[src/rtl/selector_round_robin_arbiter.sv]
// rtl/selector_round_robin_arbiter.sv - round-robin owner arbiter for a shared 4-way selector mux
module selector_round_robin_arbiter #(
  parameter int MAX_HOLD   = 8,
  parameter int TURNAROUND = 1
) (
  input  logic       clk,
  input  logic       reset,
  input  logic [3:0] request,
  output logic [3:0] grant,
  output logic [1:0] selector,
  output logic       busy
);

  typedef enum logic [1:0] {
    ST_IDLE  = 2'd0,
    ST_GRANT = 2'd1,
    ST_TURN  = 2'd2
  } state_t;

  localparam logic [7:0] HOLD_LIMIT = 8'(MAX_HOLD);
  localparam logic [1:0] TURN_LIMIT = 2'(TURNAROUND);

  state_t     state_q, state_d;
  logic [3:0] grant_q, grant_d;
  logic [1:0] selector_q, selector_d;
  logic       busy_q, busy_d;
  logic [7:0] hold_count_q, hold_count_d;
  logic [1:0] pointer_q, pointer_d;
  logic [1:0] turn_count_q, turn_count_d;

  logic [3:0] owner_onehot;
  logic [3:0] others_pending;
  logic       owner_requesting;
  logic       hold_expired;
  logic       forced_release;
  logic       release_owner;
  logic       do_pick;
  logic [1:0] pick_ptr;
  logic [3:0] pick_mask;
  logic [2:0] pick_res;

  function automatic logic [3:0] onehot(input logic [1:0] idx);
    onehot = 4'b0001 << idx;
  endfunction

  // Cyclic search from ptr; returns {found, index}. Scanning offsets high
  // to low lets the smallest offset from ptr overwrite the others.
  function automatic logic [2:0] rr_pick(input logic [1:0] ptr, input logic [3:0] req);
    logic [1:0] idx;
    rr_pick = 3'b000;
    for (int i = 3; i >= 0; i--) begin
      idx = ptr + 2'(i);
      if (req[idx]) begin
        rr_pick = {1'b1, idx};
      end
    end
  endfunction

  // Owner status: the selector always names the current owner while in GRANT.
  always_comb begin
    owner_onehot     = onehot(selector_q);
    others_pending   = request & ~owner_onehot;
    owner_requesting = |(request & owner_onehot);
    hold_expired     = (hold_count_q >= HOLD_LIMIT);
    forced_release   = owner_requesting && hold_expired && (others_pending != 4'b0000);
    release_owner    = !owner_requesting || forced_release;
  end

  // Next-state and registered-output computation for the arbiter FSM.
  always_comb begin
    state_d      = state_q;
    grant_d      = grant_q;
    selector_d   = selector_q;
    busy_d       = busy_q;
    hold_count_d = hold_count_q;
    pointer_d    = pointer_q;
    turn_count_d = turn_count_q;
    do_pick      = 1'b0;
    pick_ptr     = pointer_q;
    pick_mask    = request;

    case (state_q)
      ST_IDLE: begin
        do_pick = 1'b1;
      end

      ST_GRANT: begin
        if (release_owner) begin
          grant_d   = 4'b0000;
          pointer_d = selector_q + 2'd1;
          if (TURN_LIMIT != 2'd0) begin
            state_d      = ST_TURN;
            turn_count_d = 2'd1;
          end else begin
            // No dead time: hand over on this same edge, skipping the
            // outgoing owner only when it was pushed out by the hold limit.
            do_pick   = 1'b1;
            pick_ptr  = selector_q + 2'd1;
            pick_mask = forced_release ? others_pending : request;
          end
        end else if (!hold_expired) begin
          hold_count_d = hold_count_q + 8'd1;
        end
      end

      ST_TURN: begin
        if (turn_count_q == TURN_LIMIT) begin
          do_pick = 1'b1;
        end else begin
          turn_count_d = turn_count_q + 2'd1;
        end
      end

      default: begin
        state_d = ST_IDLE;
        grant_d = 4'b0000;
        busy_d  = 1'b0;
      end
    endcase

    pick_res = rr_pick(pick_ptr, pick_mask);
    if (do_pick) begin
      if (pick_res[2]) begin
        state_d      = ST_GRANT;
        grant_d      = onehot(pick_res[1:0]);
        selector_d   = pick_res[1:0];
        busy_d       = 1'b1;
        hold_count_d = 8'd1;
      end else begin
        state_d = ST_IDLE;
        grant_d = 4'b0000;
        busy_d  = 1'b0;
      end
    end
  end

  // State register with synchronous reset; reset drops any grant at once.
  always_ff @(posedge clk) begin
    if (reset) begin
      state_q      <= ST_IDLE;
      grant_q      <= 4'b0000;
      selector_q   <= 2'b00;
      busy_q       <= 1'b0;
      hold_count_q <= 8'd0;
      pointer_q    <= 2'd0;
      turn_count_q <= 2'd0;
    end else begin
      state_q      <= state_d;
      grant_q      <= grant_d;
      selector_q   <= selector_d;
      busy_q       <= busy_d;
      hold_count_q <= hold_count_d;
      pointer_q    <= pointer_d;
      turn_count_q <= turn_count_d;
    end
  end

  assign grant    = grant_q;
  assign selector = selector_q;
  assign busy     = busy_q;

endmodule

[config.mk]
export PLATFORM = sky130hd
export DESIGN_NAME = selector_round_robin_arbiter
export DESIGN_NICKNAME = d
export VERILOG_FILES = /design/src/rtl/selector_round_robin_arbiter.sv
export SDC_FILE = /design/constraint.sdc
export NUM_CORES = 1
export LEC_CHECK = 0
export ABC_AREA = 1
export CAP_MARGIN = 5
export CORE_UTILIZATION = 44
export CTS_BUF_LIST = sky130_fd_sc_hd__clkbuf_4 sky130_fd_sc_hd__clkbuf_8 sky130_fd_sc_hd__clkbuf_16
export DETAILED_ROUTE_END_ITERATION = 10
export PLACE_DENSITY_LB_ADDON = 0.3
export SLEW_MARGIN = 10
export SYNTH_ARGS = -nofsm -noshare
export SYNTH_HDL_FRONTEND = slang
export SYNTH_SLANG_ARGS = --single-unit
export TNS_END_PERCENT = 100
[constraint.sdc]
create_clock -name clk -period 1.5 [get_ports clk]
set_input_delay 0.225 -clock clk [delete_from_list [all_inputs] [get_ports clk]]
set_output_delay 0.225 -clock clk [all_outputs]
set_load 0.02 [all_outputs]
# [After elaboration in Yosys (flattened, before gate mapping)]
# Cells that the tools add are included.
[word_totals] inputBits=6 output_inout_bits=7 wordCells=78 reg_bits=21
[classes] magnitude_cmp=5 muxes=33 n_shift=2 eq_ne=8 n_addsub=6 reduce_logical=14 bitwise=3
[op_table] cell="$mux 8" n=5
[op_table] cell="$lt 2x3->1 const B" n=4
[op_table] cell="$mux 3" n=4
[op_table] cell="$mux 4" n=3
[op_table] cell="$mux 1" n=9
[op_table] cell="$add 8x1->8 const B" n=1
[op_table] cell="$and 4x4->4" n=2
[op_table] cell="$bmux 1 s2" n=4
[op_table] cell="$ge 8x4->1 const B" n=1
[op_table] cell="$mux 2" n=4
[op_table] cell="$pmux 2 s2" n=2
[op_table] cell="$pmux 4 s2" n=1
[op_table] cell="$shl 1x2->4 const A" n=2
[op_table] cell="$add 2x1->2 const B" n=3
[op_table] cell="$reduce_and 2->1" n=3
[op_table] cell="$add 2x2->2 const B" n=2
[op_table] cell="$eq 2x1->1 const B" n=2
[op_table] cell="$ne 2x1->1 const B" n=2
[op_table] cell="$ne 2x2->1 const B" n=2
[op_table] cell="$not 4->4" n=1
[op_table] cell="$reduce_bool 4->1" n=1
[op_table] cell="$reduce_or 4->1" n=1
[op_table] cell="$ne 3x3->1 const B" n=1
[op_table] cell="$reduce_and 3->1" n=1
[op_table] cell="9 further kinds" n=10

# [Logic depth before layout (Yosys ltp)]
[depth] word_depth=10 depth_mapped=12 ltp_nobuf=11

# [Least setup slack after synthesis]
# Ideal clock, no wire load.
[synth_timing] path_kind="register -> register" from="reg selector_q[0], in the netlist selector[0]" to="reg turn_count_q[1]" arrival_ns=1.436 required_ns=1.374 n_path_buf=0 stages_incl_launch_ff=11 period_less_slack_ns=1.562 setup_ns=0.126 slack_ns=-0.062 cell_sequence="dfxtp_1 -> inv_1 -> ha_1 -> nand2_1 -> nand2_1 -> a21oi_1 -> nand2_1 -> nand3_1 -> nand2_1 -> a21oi_1 -> nor2_1"
[synth_via] elab_chain_cells=8 word_cells_on_any_way=12 cone_classes="eq/ne (1); shift (1); bitwise (3); reduce/logical (7)"
[synth_lines] item="start, declared" line_no="25" source="logic [1:0] selector_q, selector_d;"
[synth_lines] item="start signal, assigned" line_no="150" source="selector_q <= selector_d;"
[synth_lines] item="$shl 1x2->4 *" line_no="43" source="onehot = 4'b0001 << idx;"
[synth_lines] item="$and 4x4->4 / $not 4->4 (equally long branches)" line_no="63, 62"
[synth_lines] item="$reduce_or 4->1 / $and 4x4->4 (equally long branches)" line_no="63, 62"
[synth_lines] item="$logic_and 1x1->1 / $reduce_bool 4->1 (equally long branches)" line_no="65" source="forced_release = owner_requesting && hold_expired && (others_pending != 4'b0000);"
[synth_lines] item="$logic_and 1x1->1" line_no="65"
[synth_lines] item="$logic_or 1x1->1 *" line_no="66" source="release_owner = !owner_requesting || forced_release;"
[synth_lines] item="$ne 2x2->1 (no line) *"
[synth_lines] item="$reduce_and 3->1 (no line) *"
[synth_lines] item="end signal, assigned" line_no="154" source="turn_count_q <= turn_count_d;"
[synth_lines] item="end, declared" line_no="29" source="logic [1:0] turn_count_q, turn_count_d;"
# Mark *: on every way between the ends. The rest lies on a longest branch, timed or not.
# A chain may end at the register's enable or synchronous reset.

# [Worst setup path after layout]
[layout_timing] from="reg selector_q[1], in the netlist selector[1]" to="reg turn_count_q[1]"
# The elaborated chain is that of the path after synthesis.

==> results.ini <==
[outcome]
status = completed

[finish]
finalNonFillerCells = 230
nNetsFinal = 214
syn_to_final_growth_pct = 30.5
diodes = 0
layout-drive-gt1-share_pct = 35.0
fin_area_um2 = 1590

[timing]
finalCriticalPeriod_ns = 1.48
fmaxAchievable_mhz = 678
hold_viol_final = 0
report.final.setup_viol = 0
drv_slew = 0
relSlewSlack_pct = 82.2
fin_crit_sh_pct = 98.4
rsz0062_at_grt = yes
tightest_slew_ns = 0.267
worst_clock_skew_ns = 0.00402

[critical_path]
critPathRequiredTime_ns = 1.71
endpoint_kind = flip-flop
cp_max_fo = 4
worstPathArrival_ns = 1.68
critPathLaunchType = flip-flop
r2r_cells = 9
worst-setup-path-type = flip-flop to flip-flop

[pwr]
p_int_mw = 1.68
p_per_area_nw_per_um2 = 2020
seq_power_share_pct = 27.6
p_leak_nw = 0.798
combPwrFrac_pct = 64.0
ir_worst_vdd_mv = 1.34
p_sw_share_pct = 47.6
power.share.clock_pct = 8.5
netSwitchingPower_mw = 1.53

[cts]
cts-buffers-inserted = 3
htree_levels = 1
clock_latency_ns = 0.30
cts_sinks = 21
clkTransAtPathRegs_ns = 0.12
cts_tree = done
cts-root-buf = clkbuf_4
clockBufferDepth = 2

[route]
first_iter_violations = 17
drtPass1Iterations = 4
route.detailed.drc = 0
drt-total-wl_um = 2650
ant_nets = 0
num_vias = 1152
vias_per_cell = 5.01
avgRoutedWirePerCell_um = 11.5

[logic_synthesis]
synth_enable_flop_cells = 0
ys.flop_type = dfxtp_1
synth-seq-area-share_pct = 34.5
synth_fp_nets = 184
synth.ff_latch_count = 21
synth.distinct_cells = 24
yosys.area.top_type = dfxtp_1
syn_inst = 171
async_reset_ff_share_pct = 0
yosysWarnings = 0
synth.most_common_cell = nand2_1
synth_area_leaders = dfxtp_1 34%, nand2_1 12%, inv_1 7.4%
synth.top_cells.by_count = 40 x nand2_1, 24 x inv_1, 21 x dfxtp_1, 12 x a21oi_1, 12 x nand2_2
yosys.area.top_type_share_pct = 34.5
netlist_area_um2 = 1220
syn_avg_cell_area_um2 = 7.13

[global_route]
grt_first_pass_wirelength_um = 3910
grt_max_degree = 13
grt.overflow.total = 0
antenna_found_initial = 0
grt_usage_pct = 18.2
grt_pass1_vias = 1009

[die]
core_um2 = 2540
ios = 13
chipHeight_um = 54.7
initial_core_util_pct = 47.9
placementRows = 18
die_area_um2 = 2990
die_w_um = 54.7

[run]
max_cap_viol_count = 0

[place]
dp_hpwl_um = 1970
dp.cells = 222
finalWeightedCongestion = 0.838
io_buffers = 12
postPlaceCellArea_um2 = 1450

[worst_hold_path]
holdPathStages = 2
hold_class = flip-flop to flip-flop

-- metrics by stage --
step	hold slack (ns)	utilization, %	worst slack (ns)	total power, mW	setup TNS [ns]
after floorplan	0.408	-	0.0489	2.12	0
after CTS	0.448	58.0	0.00468	2.96	0
after detailed placement	0.429	56.9	-0.205	2.69	-2.80
after global placement	0.417	56.9	-0.163	2.64	-2.23
final	0.440	62.5	0.0241	3.21	0
after global routing	0.471	62.5	-0.0747	3.46	-0.246
-- placed cells by master (no fill, tap or decap), types with 4 or more instances in the layout --
cell and instances:
nand2_1 33, inv_1 22, nand2_2 19, dfxtp_1 17
buf_4 15, a21oi_1 11, nor2_1 10, inv_2 6
nand3_1 6, nand3_2 5, o21ai_1 5, ha_1 5
dlymetal6s2s_1 5, nand4_1 4, a21oi_2 4, dlygate4sd2_1 4
-- state kept, by name, summed over array words and instances, names as in the netlist --
name	flops
selector	2
busy	1
hold_count_q	8
pointer_q	2
state_q	2
grant	4
turn_count_q	2
-- final timing paths --
check | startpoint | end | slack [ns]
worst max register to register | selector[1] | turn_count_q[1] | 0.02
worst max-delay path | selector[1] | turn_count_q[1] | 0.02
worst min-delay path | hold_count_q[7] | hold_count_q[7] | 0.44
worst min register to register | hold_count_q[7] | hold_count_q[7] | 0.44
-- worst max-delay path, stage by stage (launching register included) --
cell	delay, ns
dfxtp_4	0.39
inv_4	0.05
ha_4	0.15
buf_4	0.13
o22ai_1	0.17
o21ai_2	0.11
nand3_2	0.09
nand2_1	0.10
a21oi_1	0.13
nor2_1	0.05
-- repair_timing --
action                                 in CTS  in global routing
gates resized for setup                     9                 28
pin swaps                                   0                  8
hold buffers                                0                  0
endpoints found under the hold margin       0                  0
setup endpoints to repair                  10                 16
cloned                                      0                  0
buffers inserted                            0                  4
-- final cells by class --
type | instances | area (um2)
flip-flops and latches | 21 | 430
clock inverters | 1 | 5.00
multi-input cells | 117 | 727
well taps | 30 | 37.5
repair buffers | 27 | 240
fillers | 231 | 953
inverters | 31 | 129
clock buffers | 3 | 22.5
-- power groups by stage --
stage | Sequential (mW) | Clock [mW] | Combinational (mW)
2_1_floorplan | 0.931 | 0 | 1.19
3_3_place_gp | 0.854 | 0 | 1.78
3_5_place_dp | 0.863 | 0 | 1.83
4_1_cts | 0.854 | 0.282 | 1.82
5_1_grt | 0.905 | 0.308 | 2.25
6_report | 0.884 | 0.272 | 2.05
-- routing by layer --
layer | wire length [um] | global-route usage, % | vias to the layer above
met5 | 0 | 0 | -
met2 | 1390 | 34.1 | 14
met1 | 1180 | 20.6 | 543
met3 | 62 | 2.50 | 2
li1 | - | - | 593
met4 | 14 | 6.41 | 0
-- kinds of logic (layout without fill, tap and decap cells) --
| group | count (synthesis) | in the layout | share of synthesized area, % |
|---|---|---|---|
| adder cells (fa/ha/maj) | 7 | 7 | 7.18 |
| AND/OR/NAND/NOR | 84 | 84 | 34.6 |
| buffers and inverters | 33 | 62 | 11.4 |
| flip-flops | 21 | 21 | 34.5 |
| AO/OA/AOI/OAI | 26 | 26 | 12.4 |
(Power assumes the default switching activity.)
